`config.mk`:
```
export PLATFORM = sky130hd
export DESIGN_NAME = jam_cost_responder
export DESIGN_NICKNAME = d
export VERILOG_FILES = /design/src/rtl/jam_pkg.sv /design/src/rtl/jam_cost_mem.sv /design/src/rtl/jam_cost_responder.sv
export SDC_FILE = /design/constraint.sdc
export NUM_CORES = 1
export LEC_CHECK = 0
export CAP_MARGIN = 5
export CORE_UTILIZATION = 38
export DETAILED_ROUTE_END_ITERATION = 16
export PLACE_DENSITY_LB_ADDON = 0.08
export SLEW_MARGIN = 15
export SYNTH_ARGS = -nofsm -noshare
export SYNTH_HDL_FRONTEND = slang
export SYNTH_SLANG_ARGS = --single-unit
```
`constraint.sdc`:
```
create_clock -name CLK -period 7.42 [get_ports CLK]
set_clock_uncertainty 0.2 [all_clocks]
set_input_delay 1.484 -clock CLK [delete_from_list [all_inputs] [get_ports CLK]]
set_output_delay 1.484 -clock CLK [all_outputs]
set_load 0.05 [all_outputs]
```
`src/rtl/jam_pkg.sv`:
```
// Shared JAM definitions: table geometry, cost/sum widths and the responder state encoding.
// The search engine imports the same saturation ceiling so both sides agree on the cost range.
package jam_pkg;

   localparam int JAM_N        = 8;
   localparam int JAM_IDX_W    = $clog2(JAM_N);
   localparam int JAM_ADDR_W   = 2 * JAM_IDX_W;
   localparam int JAM_COST_W   = 7;
   localparam int JAM_SUM_W    = 10;
   localparam int JAM_MAX_COST = 100;

   typedef logic [JAM_COST_W-1:0] cost_t;
   typedef logic [JAM_SUM_W-1:0]  sum_t;
   typedef logic [JAM_ADDR_W-1:0] addr_t;

   typedef enum logic [1:0] {
      ST_LOAD  = 2'd0,
      ST_SCAN  = 2'd1,
      ST_READY = 2'd2
   } state_e;

   // Flat table address, row-major: worker selects the row, job the column.
   function automatic addr_t jam_addr(input logic [JAM_IDX_W-1:0] w,
                                      input logic [JAM_IDX_W-1:0] j);
      return {w, j};
   endfunction

endpackage

```
`src/rtl/jam_cost_mem.sv`:
```
// Cost table storage: one synchronous write port and two combinational read ports,
// one serving initiator queries and one feeding the row-minimum scan.
module jam_cost_mem #(
   parameter int COST_W = 7,
   parameter int ADDR_W = 6
) (
   input  logic              CLK,
   input  logic              wr_en_i,
   input  logic [ADDR_W-1:0] wr_addr_i,
   input  logic [COST_W-1:0] wr_data_i,
   input  logic [ADDR_W-1:0] q_addr_i,
   output logic [COST_W-1:0] q_data_o,
   input  logic [ADDR_W-1:0] s_addr_i,
   output logic [COST_W-1:0] s_data_o
);

   logic [COST_W-1:0] mem_q [2**ADDR_W];

   // Contents are deliberately not reset; validity is tracked by the responder FSM.
   always_ff @(posedge CLK) begin
      if (wr_en_i) begin
         mem_q[wr_addr_i] <= wr_data_i;
      end
   end

   assign q_data_o = mem_q[q_addr_i];
   assign s_data_o = mem_q[s_addr_i];

endmodule

```
`src/rtl/jam_cost_responder.sv`:
```
// JAM cost-query responder: loads the 8x8 cost table from a ready/valid stream, then scans it
// once to produce the sum of row minima, after which (W,J) queries are answered combinationally.
module jam_cost_responder
   import jam_pkg::*;
#(
   parameter int MAX_COST = JAM_MAX_COST,
   parameter int COST_W   = JAM_COST_W,
   parameter int SUM_W    = JAM_SUM_W
) (
   input  logic                 CLK,
   input  logic                 RST,
   input  logic [JAM_IDX_W-1:0] W,
   input  logic [JAM_IDX_W-1:0] J,
   output logic [COST_W-1:0]    Cost,
   input  logic                 ld_valid,
   input  logic [COST_W-1:0]    ld_data,
   output logic                 ld_ready,
   input  logic                 ld_reload,
   output logic                 Ready,
   output logic [SUM_W-1:0]     LowerBound,
   output logic                 Sat
);

   localparam logic [COST_W-1:0] MAX_C = COST_W'(MAX_COST);

   state_e                  state_q,     state_d;
   logic [JAM_ADDR_W-1:0]   ld_addr_q,   ld_addr_d;
   logic [JAM_ADDR_W-1:0]   scan_addr_q, scan_addr_d;
   logic [COST_W-1:0]       row_min_q,   row_min_d;
   logic [SUM_W-1:0]        lb_q,        lb_d;
   logic                    sat_q,       sat_d;

   logic                    wr_en;
   logic [COST_W-1:0]       wr_data;
   logic [COST_W-1:0]       q_data;
   logic [COST_W-1:0]       scan_data;
   logic [COST_W-1:0]       scan_min;
   logic                    over_max;

   jam_cost_mem #(
      .COST_W (COST_W),
      .ADDR_W (JAM_ADDR_W)
   ) u_mem (
      .CLK       (CLK),
      .wr_en_i   (wr_en),
      .wr_addr_i (ld_addr_q),
      .wr_data_i (wr_data),
      .q_addr_i  (jam_addr(W, J)),
      .q_data_o  (q_data),
      .s_addr_i  (scan_addr_q),
      .s_data_o  (scan_data)
   );

   assign over_max = (ld_data > MAX_C);
   assign wr_data  = over_max ? MAX_C : ld_data;
   assign scan_min = (scan_data < row_min_q) ? scan_data : row_min_q;

   always_ff @(posedge CLK) begin
      if (RST) begin
         state_q     <= ST_LOAD;
         ld_addr_q   <= '0;
         scan_addr_q <= '0;
         row_min_q   <= '0;
         lb_q        <= '0;
         sat_q       <= 1'b0;
      end else begin
         state_q     <= state_d;
         ld_addr_q   <= ld_addr_d;
         scan_addr_q <= scan_addr_d;
         row_min_q   <= row_min_d;
         lb_q        <= lb_d;
         sat_q       <= sat_d;
      end
   end

   always_comb begin
      state_d     = state_q;
      ld_addr_d   = ld_addr_q;
      scan_addr_d = scan_addr_q;
      row_min_d   = row_min_q;
      lb_d        = lb_q;
      sat_d       = sat_q;
      wr_en       = 1'b0;

      case (state_q)
         ST_LOAD: begin
            if (ld_valid) begin
               wr_en     = 1'b1;
               ld_addr_d = ld_addr_q + 1'b1;
               if (over_max) begin
                  sat_d = 1'b1;
               end
               if (ld_addr_q == '1) begin
                  state_d     = ST_SCAN;
                  scan_addr_d = '0;
               end
            end
         end

         ST_SCAN: begin
            scan_addr_d = scan_addr_q + 1'b1;
            // Column 0 seeds the row minimum; the last column folds it into the bound.
            if (scan_addr_q[JAM_IDX_W-1:0] == '0) begin
               row_min_d = scan_data;
            end else if (scan_addr_q[JAM_IDX_W-1:0] != '1) begin
               row_min_d = scan_min;
            end else begin
               lb_d = lb_q + {{(SUM_W-COST_W){1'b0}}, scan_min};
            end
            if (scan_addr_q == '1) begin
               state_d = ST_READY;
            end
         end

         ST_READY: begin
            if (ld_reload) begin
               state_d   = ST_LOAD;
               ld_addr_d = '0;
               lb_d      = '0;
               sat_d     = 1'b0;
            end
         end

         default: begin
            state_d = ST_LOAD;
         end
      endcase
   end

   assign ld_ready   = (state_q == ST_LOAD);
   assign Ready      = (state_q == ST_READY);
   assign LowerBound = lb_q;
   assign Sat        = sat_q;
   assign Cost       = (state_q == ST_READY) ? q_data : '0;

endmodule

```
# Word-level counts from Yosys, hierarchy flattened
# Memories as Yosys holds them, arrays and structs flattened. A register that Yosys moved wholly into a read port is not among the register bits.
# Cells that the tools add are included.
# W data, S select, Z words.
# word_totals
wordCells	66
mem_bits_rw	448
reg_bits	32
n_memories	1
output_inout_bits	20
in_bits	17
# op_classes
n_eq_ne	12
muxes	30
n_reduce_logical	12
order_cmp	2
addsub	3
# memory_table
name	words	word_bits	read_ports	rd_clocked_by_memory_dff	write_ports	line_no	source
u_mem.mem_q	64	7	2	1	1	jam_cost_mem.sv:17	logic [COST_W-1:0] mem_q [2**ADDR_W];
# ops
operator	count
$mux W6	6
$mux W7	5
$mux W10	3
$pmux W6 S2	2
$pmux W10 S2	1
$add A6 B1 Y6 const B	2
$eq A6 B6 Y1 const B	2
$reduce_and A4 Y1	3
$add A10 B7 Y10	1
$ne A2 B2 Y1 const B	5
$mux W2	4
$reduce_bool A2 Y1	4
$gt A7 B7 Y1 const B	1
$lt A7 B7 Y1	1
$mux W1	7
$pmux W2 S3	1
$reduce_and A3 Y1	2
$ne A2 B1 Y1 const B	2
$logic_not A3 Y1	1
$ne A3 B3 Y1 const B	1
$eq A2 B1 Y1 const B	1
$eq A2 B2 Y1 const B	1
$logic_not A2 Y1	1
$pmux W1 S2	1
$reduce_and A2 Y1	1

# Logic depth before layout (Yosys ltp)
# logic_depth
depth_word	6
mapped_depth	23
mapped_depth_nobuf	20

# Cells and area by module
# From an unflattened synthesis, not the netlist that was laid out.
# unflattened
hier_cells	1341
hier_area_um2	23227.3
# by_module_without_submodules
module	area_each_um2	cells_each	seq_area_each_um2	instances
jam_cost_mem	21167.8	1091	13452.9	1
jam_cost_responder	2059.5	250	640.6	1

# Worst setup path after synthesis
# No wires, ideal clock.
# synth_timing
path_kind	input to output
from	input port J[0]
to	output port Cost[0]
t_required_ns	5.736
path_slack_ns	1.810
n_path_buf	2
arrival_ns	3.926
stages	6
cell_sequence	clkbuf_1 > clkbuf_1 > mux4_2 > mux4_2 > mux4_2 > and2_1
# synth_via
elab_chain_cells	2
# synth_lines
item	line_no	source
start, declared	jam_cost_responder.sv:13	input logic [JAM_IDX_W-1:0] J,
$mem_v2 Z64 W7	-	
$mux W7	jam_cost_responder.sv:134	assign Cost = (state_q == ST_READY) ? q_data : '0;
end, declared	jam_cost_responder.sv:14	output logic [COST_W-1:0] Cost,
# Every way passes these cells.

==> metrics.yaml <==
synthesis:
  yosys.cell_types.count: 47
  yosys_warnings: 0
  async_reset_ff_frac: 0
  syn_inst: 1204
  synth-seq-cells: 486
  ys_seq_area_frac: 0.6174
  synth_edf_count: 448
  synth_area_per_cell_um2: 19.12
  netlist_area_um2: 23020
  synthFlopType: "edfxtp_1"
  synth_top_cells_by_area: "edfxtp_1, mux4_2, dfxtp_1"
  yosys.area.top_type: "edfxtp_1"
  synth.top_cell.area_share: 0.5844
  synth_nets: 1239
die:
  die-area_um2: 61570
  io_pins: 37
  die_x_um: 248.1
  core_um2: 59460
  initial_utilization: 0.3871
  rows: 89
  dieHeight_um: 248.1
sta:
  period_share: 0.8836
  rsz0062_at_grt: "false"
  finalMaxSlewViolations: 0
  fin_setup_tns_ns: 0
  max_freq_mhz: 152.5
  final-setup-viol-count: 0
  tightest_slew_ns: 1.254
  finalHoldViolCount: 0
  period_minus_slack_ns: 6.556
  max_slew_margin: 0.1609
critical_path:
  reg2reg_to: "LowerBound[8]$_SDFFE_PP0P_"
  critPathMaxStageDelay_ns: 0.63
  cp-start-kind: "register"
  cp.required_ns: 7.69
  crit_fanout: 22
  cpMostUsedCell: "a21oi_1"
  path_cells: "buf_4 -> mux4_2 -> mux4_2 -> a22oi_1 -> nand2_1 -> ha_1 -> nand4_1 -> nor2_1 -> o311a_1 -> o211ai_1 -> nand2_1 -> mux2_2 -> ha_1 -> fa_1 -> a21oi_1 -> o21bai_1 -> a21o_1 -> a21o_1 -> a21oi_1 -> or3_1 -> a21oi_1"
  worst-path-stages: 21
  cp_top_family: "compound AO/OA/AOI/OAI gates"
  worstRegToRegCells: 21
  path_buf_inv: 1
  worstSetupPathType: "reg -> reg"
  crit_path_end_kind: "register"
  crit_slowest_cell: "a22oi_1"
  worstPathArrival_ns: 6.82
  endpoint: "LowerBound[8]$_SDFFE_PP0P_"
  rrSetupSlack_ns: 0.86
global_routing:
  use_met3: 0.03372
  grt_overflow: 0
  busiest_layer: "met2"
  first_global_vias: 12942
  grt_pass1_wl_mm: 94.58
  grt_use_met1: 0.3028
  antenna_found_initial: 0
  met2_usage: 0.3668
  grt_util_all_layers: 0.2201
  grt_max_degree: 66
routing:
  wl_per_cell_um: 31.69
  dr.first_iter.drc_count: 1029
  vias: 12277
  first_pass_iters: 5
  drc: 0
  drtAntennaViolNets: 0
  viasPerCell: 5.942
  wl_mm: 65.47
clock_network:
  clock_latency_ns: 0.62
  clock-sinks: 486
  path_clk_slew_ns: 0.06
  post_cts_buffers: 0
  cts_tree: "yes"
  cts-hold-fix-buffers: 0
  cts_root_buffer: "clkbuf_16"
  clock_path_buffers: 3
  htree_levels: 2
  cts_resized: 0
  numCtsBuffers: 55
power:
  p_leak_nw: 7.887
  power_density_nw_per_um2: 229.8
  ir_drop_v: 0.0002034
finish:
  layout_common_cells: "edfxtp_1, mux4_2, nor2_1"
  fin_nets: 1285
  final_common_cell: "edfxtp_1"
  final_cells: 2066
  area_growth_pct: 13.09
  drive_above_1_share: 0.3271
  fill_cells: 5154
  n_antenna_cell: 0
placed_design:
  dpl.hpwl_mm: 42.94
  gp_congestion: 0.7983
  dp.cells: 1966
  io_buffers: 36
run:
  drv_cap: 0
hold_path:
  hold_path_class: "reg -> reg"
outcome:
  outcome: "completed"
-- worst register-to-register path: stages (launching register included) --
cell and delay [ns]:
dfxtp_4 0.47, buf_4 0.48, mux4_2 0.60, mux4_2 0.51
a22oi_1 0.63, nand2_1 0.16, ha_1 0.35, nand4_1 0.11
nor2_1 0.19, o311a_1 0.20, o211ai_1 0.13, nand2_1 0.33
mux2_2 0.40, ha_1 0.21, fa_1 0.43, a21oi_1 0.17
o21bai_1 0.10, a21o_1 0.19, a21o_1 0.19, a21oi_1 0.18
or3_1 0.13, a21oi_1 0.06
-- flip-flops by register name, indices dropped and copies added (netlist names), named ones only --
signal,flops
row_min_q,7
scan_addr_q,6
ld_addr_q,6
state_q,2
LowerBound,10
Sat,1
u_mem.mem_q,448
-- kinds of logic after synthesis --
logic type / Yosys count / share of synthesized area
adder cells (fa/ha/maj): 18 / 0.01011
flip-flops: 486 / 0.6174
buffers and inverters: 98 / 0.02049
AO/OA/AOI/OAI: 76 / 0.02201
multiplexers: 313 / 0.2860
XOR/XNOR: 10 / 0.003805
AND/OR/NAND/NOR: 203 / 0.04016
-- worst min-delay path by stage --
| stage | startpoint | end | slack (ns) | cells after the start |
|---|---|---|---|---|
| floorplan | row_min_q[0]$_SDFFE_PP0P_ | row_min_q[0]$_SDFFE_PP0P_ | 0.27 | 2 |
| global placement | LowerBound[9]$_SDFFE_PP0P_ | LowerBound[9]$_SDFFE_PP0P_ | 0.28 | 2 |
| detailed placement | LowerBound[9]$_SDFFE_PP0P_ | LowerBound[9]$_SDFFE_PP0P_ | 0.28 | 2 |
| CTS | LowerBound[9]$_SDFFE_PP0P_ | LowerBound[9]$_SDFFE_PP0P_ | 0.29 | 2 |
| global route | LowerBound[9]$_SDFFE_PP0P_ | LowerBound[9]$_SDFFE_PP0P_ | 0.31 | 2 |
| finish | LowerBound[9]$_SDFFE_PP0P_ | LowerBound[9]$_SDFFE_PP0P_ | 0.29 | 2 |
-- metrics by stage --
step | utilization | power, mW | hold WS (ns) | worst slack [ns] | cell area, um2
2_1_floorplan | - | 3.258 | 0.2712 | 1.810 | 23020
3_3_place_gp | 0.4086 | 3.376 | 0.2791 | 0.8523 | 24300
3_5_place_dp | 0.4086 | 3.378 | 0.2813 | 0.8150 | 24300
4_1_cts | 0.4378 | 6.039 | 0.2918 | 0.7991 | 26030
5_1_grt | 0.4378 | 6.152 | 0.3079 | 0.4889 | 26030
6_report | 0.4378 | 5.982 | 0.2895 | 0.8639 | 26030
-- area by class of cell --
cell class                      instances  area (um2)  share of cell area
Tap cell                              773       967.2             0.03715
Timing Repair Buffer                   74       701.9             0.02696
Clock buffer                           68        1466             0.05633
Inverter                               13       48.80            0.001874
Sequential cell                       486       14230              0.5464
Multi-Input combinational cell        620        8353              0.3209
Clock inverter                         32       270.3             0.01038
-- synthesized netlist by cell type (all sizes together), types with 4 or more instances --
library cell / instances
edfxtp: 448
mux4: 274
nor2: 104
buf: 44
clkbuf: 41
dfxtp: 38
nand2: 34
a22oi: 30
a21oi: 23
mux2i: 21
mux2: 18
ha: 17
inv: 13
nor2b: 13
and2: 11
nand3: 9
xor2: 7
a21o: 6
nand2b: 6
o21ai: 5
nand4: 4
or3: 4
-- per-layer routing --
| metal | vias up | wire (um) |
|---|---|---|
| met5 | - | 0 |
| met4 | 0 | 1298 |
| met3 | 79 | 3450 |
| met2 | 366 | 32490 |
| met1 | 6649 | 28240 |
| li1 | 5183 | - |
-- where the power goes --
group	switching (mW)	internal [mW]
logic	0.181	0.126
registers	0.00393	3.00
clock network	1.13	1.53
Note: power is estimated with default switching activity, not from simulation.
